$ cat src/rtl/fft_sequencer_if.sv
// Handshake and addressing bundle between the FFT sequencer
// and its driver/datapath (master = driver side, slave = sequencer).
interface fft_sequencer_if #(
  parameter int LOG2N = 5
);
  logic             fft_start;
  logic             abort;
  logic             in_valid;
  logic             in_ready;
  logic             ld_we;
  logic [LOG2N-1:0] ld_addr;
  logic             rd_en;
  logic [LOG2N-1:0] rd_addr_a;
  logic [LOG2N-1:0] rd_addr_b;
  logic [LOG2N-2:0] tw_idx;
  logic             wb_en;
  logic [LOG2N-1:0] wb_addr_a;
  logic [LOG2N-1:0] wb_addr_b;
  logic             out_valid;
  logic             out_ready;
  logic [LOG2N-1:0] out_addr;
  logic [3:0]       stage_idx;
  logic             busy;
  logic             fft_done;

  modport master (
    output fft_start, abort, in_valid, out_ready,
    input  in_ready, ld_we, ld_addr, rd_en,
    input  rd_addr_a, rd_addr_b, tw_idx, wb_en,
    input  wb_addr_a, wb_addr_b, out_valid, out_addr,
    input  stage_idx, busy, fft_done
  );

  modport slave (
    input  fft_start, abort, in_valid, out_ready,
    output in_ready, ld_we, ld_addr, rd_en,
    output rd_addr_a, rd_addr_b, tw_idx, wb_en,
    output wb_addr_a, wb_addr_b, out_valid, out_addr,
    output stage_idx, busy, fft_done
  );
endinterface

$ cat src/rtl/fft_sequencer.sv
// Radix-2 DIT FFT control sequencer: bit-reversed load,
// per-stage butterfly addressing with drain, natural unload.
module fft_sequencer #(
  parameter int LOG2N    = 5,
  parameter int BFLY_LAT = 2
) (
  input logic            clk,
  input logic            rst,
  fft_sequencer_if.slave bus
);
  localparam int N  = 1 << LOG2N;
  localparam int HW = LOG2N - 1;

  typedef enum logic [2:0] {
    S_IDLE,
    S_LOAD,
    S_COMP,
    S_DRAIN,
    S_UNLOAD
  } state_t;

  state_t            state, state_nx;
  logic [LOG2N-1:0]  k, k_nx;
  logic [HW-1:0]     j, j_nx;
  logic [3:0]        s, s_nx;
  logic [3:0]        dc, dc_nx;
  logic              done_q, done_nx;

  logic              in_ready_w;
  logic              rd_en_w;
  logic              out_valid_w;
  logic              in_xfer;
  logic              out_xfer;
  logic [LOG2N-1:0]  rev;
  logic [LOG2N-1:0]  jw, span, pos, grp;
  logic [LOG2N-1:0]  a_addr, b_addr;
  logic [HW-1:0]     tw;

  logic [BFLY_LAT-1:0]             dl_en;
  logic [BFLY_LAT-1:0][LOG2N-1:0]  dl_a;
  logic [BFLY_LAT-1:0][LOG2N-1:0]  dl_b;

  // Stream and read strobes; abort kills them in the same cycle.
  assign in_ready_w  = (state == S_LOAD) & ~bus.abort;
  assign rd_en_w     = (state == S_COMP) & ~bus.abort;
  assign out_valid_w = (state == S_UNLOAD) & ~bus.abort;
  assign in_xfer     = in_ready_w & bus.in_valid;
  assign out_xfer    = out_valid_w & bus.out_ready;

  // Bit-reverse the shared sample counter for loading.
  always_comb begin
    rev = '0;
    for (int i = 0; i < LOG2N; i++) begin
      rev[i] = k[LOG2N-1-i];
    end
  end

  // Butterfly operand and twiddle addressing for (s, j).
  always_comb begin
    jw     = LOG2N'(j);
    span   = LOG2N'(1) << s;
    pos    = jw & (span - LOG2N'(1));
    grp    = jw >> s;
    a_addr = (grp << (s + 4'd1)) | pos;
    b_addr = a_addr | span;
    tw     = HW'(pos << (HW - int'(s)));
  end

  // Next-state, counter and done-pulse logic.
  always_comb begin
    state_nx = state;
    k_nx     = k;
    j_nx     = j;
    s_nx     = s;
    dc_nx    = dc;
    done_nx  = 1'b0;
    if (bus.abort) begin
      state_nx = S_IDLE;
      k_nx     = '0;
      j_nx     = '0;
      s_nx     = '0;
      dc_nx    = '0;
    end else begin
      unique case (state)
        S_IDLE: begin
          if (bus.fft_start) state_nx = S_LOAD;
        end
        S_LOAD: begin
          if (in_xfer) begin
            k_nx = k + 1'b1;
            if (k == LOG2N'(N - 1)) state_nx = S_COMP;
          end
        end
        S_COMP: begin
          j_nx = j + 1'b1;
          if (&j) state_nx = S_DRAIN;
        end
        S_DRAIN: begin
          if (dc == 4'(BFLY_LAT - 1)) begin
            dc_nx = '0;
            if (s == 4'(LOG2N - 1)) begin
              s_nx     = '0;
              state_nx = S_UNLOAD;
            end else begin
              s_nx     = s + 4'd1;
              state_nx = S_COMP;
            end
          end else begin
            dc_nx = dc + 4'd1;
          end
        end
        S_UNLOAD: begin
          if (out_xfer) begin
            k_nx = k + 1'b1;
            if (k == LOG2N'(N - 1)) begin
              state_nx = S_IDLE;
              done_nx  = 1'b1;
            end
          end
        end
        default: state_nx = S_IDLE;
      endcase
    end
  end

  // State and counter registers.
  always_ff @(posedge clk or posedge rst) begin
    if (rst) begin
      state  <= S_IDLE;
      k      <= '0;
      j      <= '0;
      s      <= '0;
      dc     <= '0;
      done_q <= 1'b0;
    end else begin
      state  <= state_nx;
      k      <= k_nx;
      j      <= j_nx;
      s      <= s_nx;
      dc     <= dc_nx;
      done_q <= done_nx;
    end
  end

  // Writeback delay lines; shift every cycle, flushed on abort.
  always_ff @(posedge clk or posedge rst) begin
    if (rst) begin
      dl_en <= '0;
      dl_a  <= '0;
      dl_b  <= '0;
    end else if (bus.abort) begin
      dl_en <= '0;
      dl_a  <= '0;
      dl_b  <= '0;
    end else begin
      dl_en[0] <= rd_en_w;
      dl_a[0]  <= bus.rd_addr_a;
      dl_b[0]  <= bus.rd_addr_b;
      for (int i = 1; i < BFLY_LAT; i++) begin
        dl_en[i] <= dl_en[i-1];
        dl_a[i]  <= dl_a[i-1];
        dl_b[i]  <= dl_b[i-1];
      end
    end
  end

  assign bus.in_ready  = in_ready_w;
  assign bus.ld_we     = in_xfer;
  assign bus.ld_addr   = (state == S_LOAD) ? rev : '0;
  assign bus.rd_en     = rd_en_w;
  assign bus.rd_addr_a = rd_en_w ? a_addr : '0;
  assign bus.rd_addr_b = rd_en_w ? b_addr : '0;
  assign bus.tw_idx    = rd_en_w ? tw : '0;
  assign bus.wb_en     = dl_en[BFLY_LAT-1];
  assign bus.wb_addr_a = dl_a[BFLY_LAT-1];
  assign bus.wb_addr_b = dl_b[BFLY_LAT-1];
  assign bus.out_valid = out_valid_w;
  assign bus.out_addr  = (state == S_UNLOAD) ? k : '0;
  assign bus.stage_idx = s;
  assign bus.busy      = (state != S_IDLE);
  assign bus.fft_done  = done_q;
endmodule
$ cat src/flat_wrapper.sv
// flat-port wrapper written by rule: the top's interface ports become plain ports
module fft_sequencer_flat 
#(
  parameter int LOG2N    = 5,
  parameter int BFLY_LAT = 2
)
  (clk, rst, bus_fft_start, bus_abort, bus_in_valid, bus_out_ready, bus_in_ready, bus_ld_we, bus_ld_addr, bus_rd_en, bus_rd_addr_a, bus_rd_addr_b, bus_tw_idx, bus_wb_en, bus_wb_addr_a, bus_wb_addr_b, bus_out_valid, bus_out_addr, bus_stage_idx, bus_busy, bus_fft_done);
  fft_sequencer_if #(.LOG2N(LOG2N)) bus_i ();
  input logic clk;
  input logic rst;
  input wire logic [$bits(bus_i.fft_start)-1:0] bus_fft_start;
  input wire logic [$bits(bus_i.abort)-1:0] bus_abort;
  input wire logic [$bits(bus_i.in_valid)-1:0] bus_in_valid;
  input wire logic [$bits(bus_i.out_ready)-1:0] bus_out_ready;
  output wire logic [$bits(bus_i.in_ready)-1:0] bus_in_ready;
  output wire logic [$bits(bus_i.ld_we)-1:0] bus_ld_we;
  output wire logic [$bits(bus_i.ld_addr)-1:0] bus_ld_addr;
  output wire logic [$bits(bus_i.rd_en)-1:0] bus_rd_en;
  output wire logic [$bits(bus_i.rd_addr_a)-1:0] bus_rd_addr_a;
  output wire logic [$bits(bus_i.rd_addr_b)-1:0] bus_rd_addr_b;
  output wire logic [$bits(bus_i.tw_idx)-1:0] bus_tw_idx;
  output wire logic [$bits(bus_i.wb_en)-1:0] bus_wb_en;
  output wire logic [$bits(bus_i.wb_addr_a)-1:0] bus_wb_addr_a;
  output wire logic [$bits(bus_i.wb_addr_b)-1:0] bus_wb_addr_b;
  output wire logic [$bits(bus_i.out_valid)-1:0] bus_out_valid;
  output wire logic [$bits(bus_i.out_addr)-1:0] bus_out_addr;
  output wire logic [$bits(bus_i.stage_idx)-1:0] bus_stage_idx;
  output wire logic [$bits(bus_i.busy)-1:0] bus_busy;
  output wire logic [$bits(bus_i.fft_done)-1:0] bus_fft_done;
  assign bus_i.fft_start = bus_fft_start;
  assign bus_i.abort = bus_abort;
  assign bus_i.in_valid = bus_in_valid;
  assign bus_i.out_ready = bus_out_ready;
  assign bus_in_ready = bus_i.in_ready;
  assign bus_ld_we = bus_i.ld_we;
  assign bus_ld_addr = bus_i.ld_addr;
  assign bus_rd_en = bus_i.rd_en;
  assign bus_rd_addr_a = bus_i.rd_addr_a;
  assign bus_rd_addr_b = bus_i.rd_addr_b;
  assign bus_tw_idx = bus_i.tw_idx;
  assign bus_wb_en = bus_i.wb_en;
  assign bus_wb_addr_a = bus_i.wb_addr_a;
  assign bus_wb_addr_b = bus_i.wb_addr_b;
  assign bus_out_valid = bus_i.out_valid;
  assign bus_out_addr = bus_i.out_addr;
  assign bus_stage_idx = bus_i.stage_idx;
  assign bus_busy = bus_i.busy;
  assign bus_fft_done = bus_i.fft_done;
  fft_sequencer #(.LOG2N(LOG2N), .BFLY_LAT(BFLY_LAT)) u_core (.clk(clk), .rst(rst), .bus(bus_i));
endmodule
$ cat config.mk
export PLATFORM = sky130hd
export DESIGN_NAME = fft_sequencer_flat
export DESIGN_NICKNAME = d
export VERILOG_FILES = /design/src/rtl/fft_sequencer_if.sv /design/src/rtl/fft_sequencer.sv /design/src/flat_wrapper.sv
export SDC_FILE = /design/constraint.sdc
export NUM_CORES = 1
export LEC_CHECK = 0
export ABC_AREA = 1
export BUFFER_PORTS_ARGS = -buffer_cell sky130_fd_sc_hd__buf_2
export CORE_UTILIZATION = 55
export CTS_CLUSTER_SIZE = 40
export DETAILED_ROUTE_END_ITERATION = 6
export PLACE_DENSITY = 0.81
export SLEW_MARGIN = 20
export SYNTH_ARGS = -nofsm -noshare
export SYNTH_HDL_FRONTEND = slang
export SYNTH_SLANG_ARGS = --single-unit
$ cat constraint.sdc
create_clock -name clk -period 3.7 [get_ports clk]
set_input_delay 0.74 -clock clk [delete_from_list [all_inputs] [get_ports clk]]
set_output_delay 0.74 -clock clk [all_outputs]
set_load 0.02 [all_outputs]
==> run summary <==
Syn Area/Cell - 7.62 sq um
Final Skew - 0.00528 ns
clock share of power - 28.9%
Mapped Nets - 361
CTS sink count - 43
cell taking the most area after synthesis - dfrtp_1
fin area - 0.00294 sq mm
antenna violation net count after detailed routing - 0
reg2reg setup slack - 1.76 ns
Sequential Power Share - 44.2%
Final Hold Vio Count - 0
ys async rst share - 100%
first-pass GRT wire length - 9350 um
Hold Path End - u_core.bus.wb_addr_a[0]
die span in y - 70.9 um
chip width - 70.9 um
hpwl dp - 4130 um
Arr. time, crit path - 2.32 ns
via count - 2298
Switching Power - 0.428 mW
Peak Freq - 326 MHz
Clock transition at path regs - 0.08 ns
Fin Setup TNS - 0 ns
PortBufs - 50
Clock Tree Root - clkbuf_8
overall power - 1.24 mW
I/O pin count - 51
CTS Hold Bufs - 0
status - finished clean
Worst Hold Class - reg -> reg
core box area - 0.00447 sq mm
gp weighted congestion - 0.990
vias in the first global route - 2101
synth top area cells - dfrtp_1, nand2_1, inv_1
clk_lat worst skew - 0.29 ns
Placed Instance Area - 0.00283 sq mm
Worst setup SP type - register
share of cells above drive strength 1 - 24.9%
hold path start - u_core.dl_a[0]
Detailed Routing Iterations Pass 1 - 6
worst setup path class - reg -> out
Post-Syn Area - 0.00261 sq mm
CTS H-Tree Depth - 2
maximum clock path buffer count - 2
Post-synth top cells - nand2_1, inv_1, dfrtp_1, nor2_1, nand3_1
R2R Path Start - u_core.bus.stage_idx[1]
Setup Fix Bufs, Post-CTS - 0
Setup Viol. Count Final - 0
top_reg_cell synth - dfrtp_1
PD cells - 423 mW/mm^2
DRT Wirelength - 5430 um
Initial Util - 58.4%
switch share - 34.4%
Least-Margin Pin Slew - 0.776 ns
DP Worst Slack - 0.995 ns
Yosys top cell area share - 41.2%
Worst EP required - 2.96 ns
EDFF count, synth - 0
largest net degree at the start of global routing - 24
Reg2Reg Depth - 12
DR vias/cell - 5.25
top-count cell post-synth - nand2_1
Worst VDD drop - 0.000252 V
Worst setup EP type - primary output
nets - 403
Area growth syn-to-layout - 12.5%
initial antenna violation count - 0
Internal Power - 0.815 mW
reg2reg end - u_core.dl_b[3]
gr usage total - 23.7%
post-route minimum period - 3.06 ns
cell row count - 24
sequential fraction of the synthesis area - 41.2%
Tcrit/Tclk final - 82.8%
Num CTS Buffers - 5
GRT overflow - 0
Slew HR - 48.2%
maxcap violations - 0
CTS tree - done
number of remaining DRC errors - 0
RSZ-0062 raised after global routing - false
final setup margin - 0.636 ns
drt wl/cell - 12.4 um
post-synth cell types - 30
Ys Warns - 0
hold path cells - 2
post-synthesis register bit count - 43
Post-CTS Resized - 0
die area - 0.00503 sq mm
worst-path fanout max - 8
combinational share of power - 26.9%
DRT iter0 DRCs - 145
Final Max Tran Viols - 0
Post-Syn Instances - 343
antenna cell count - 0
Pleak - 1.68 nW
-- metal layers --
| layer | vias up | GRT usage [%] | share of wire, % |
|---|---|---|---|
| met5 | - | 0 | 0 |
| met1 | 1068 | 32.2 | 47 |
| li1 | 1156 | - | - |
| met2 | 67 | 37.3 | 47 |
| met4 | 0 | 8.89 | 1.3 |
| met3 | 7 | 5.13 | 5.5 |
-- cells in the final DEF, fill, tap and decap left out, drive strengths merged --
| cell type | count |
|---|---|
| nand2 | 82 |
| buf | 53 |
| inv | 53 |
| nor2 | 49 |
| dfrtp | 43 |
| nand3 | 36 |
| o21ai | 13 |
| a21oi | 12 |
| ha | 12 |
| o22ai | 7 |
| clkbuf | 5 |
| nand4 | 4 |
| nor3 | 3 |
| o21bai | 2 |
| and2 | 2 |
| nor4 | 2 |
| xnor2 | 2 |
| clkinv | 2 |
| xor2 | 1 |
| o211ai | 1 |
| mux2i | 1 |
| bufinv | 1 |
-- critical path, cell delays in order, from the launching register on --
cell	delay, ns
dfrtp_1	0.51
inv_2	0.11
ha_1	0.26
ha_1	0.24
nand2_1	0.14
nand2_1	0.09
a21oi_1	0.19
nand2_1	0.10
nand3_1	0.10
nand2_1	0.05
nor2_1	0.07
buf_2	0.16
-- cell families (layout without fill, tap and decap cells) --
kind of cell | after synthesis | after routing | share of synthesized area, %
DFF | 43 | 43 | 41.2
and+or+nand+nor | 178 | 178 | 31.9
AOI/OAI and AO/OA | 35 | 35 | 7.47
xor gates and xnor gates | 3 | 3 | 1.01
adders and majority gates | 12 | 12 | 5.74
muxes | 1 | 1 | 0.383
buffers and inverters | 71 | 114 | 12.3
-- power groups by stage --
stage / Combinational (mW) / Clock [mW] / Sequential (mW)
after detailed placement: 0.335 / 0 / 0.557
after CTS: 0.336 / 0.368 / 0.549
final: 0.334 / 0.360 / 0.550
after global placement: 0.325 / 0 / 0.556
after floorplan: 0.258 / 0 / 0.549
after global routing: 0.378 / 0.383 / 0.556
-- flip-flops by register name (all words and copies together) (netlist names) --
| name | flops |
|---|---|
| u_core.dl_b | 5 |
| u_core.bus.fft_done | 1 |
| u_core.state | 3 |
| u_core.dc | 4 |
| u_core.bus.stage_idx | 4 |
| u_core.bus.wb_addr_b | 5 |
| u_core.dl_en | 2 |
| u_core.dl_a | 5 |
| u_core.j | 4 |
| u_core.bus.wb_addr_a | 5 |
| u_core.k | 5 |
-- cell type report --
cell class | instances | area [sq um]
Clock buffer | 5 | 68.8
Clock inverter | 3 | 43.8
Fill cell | 393 | 1530
Inverter | 53 | 199
Multi-Input combinational cell | 229 | 1220
Sequential cell | 43 | 1080
Tap cell | 52 | 65.1
Timing Repair Buffer | 53 | 273
-- worst max-delay path by stage --
stage / start / endpoint / depth (start not counted)
4_1_cts: u_core.bus.stage_idx[1] / bus_tw_idx[3] / 11
5_1_grt: u_core.bus.stage_idx[1] / bus_tw_idx[3] / 11
6_report: u_core.bus.stage_idx[1] / bus_tw_idx[3] / 11
3_3_place_gp: u_core.bus.stage_idx[1] / bus_tw_idx[3] / 11
2_1_floorplan: u_core.bus.stage_idx[0] / bus_tw_idx[3] / 11
3_5_place_dp: u_core.bus.stage_idx[1] / bus_tw_idx[3] / 11
-- through the flow --
stage	hold slack, ns	std cells	utilization [%]
CTS	0.464	438	65.7
global route	0.482	438	65.7
floorplan	0.434	343	-
global placement	0.440	430	63.2
finish	0.458	438	65.7
detailed placement	0.448	430	63.2
No activity file was read; power rests on OpenSTA's default activity.
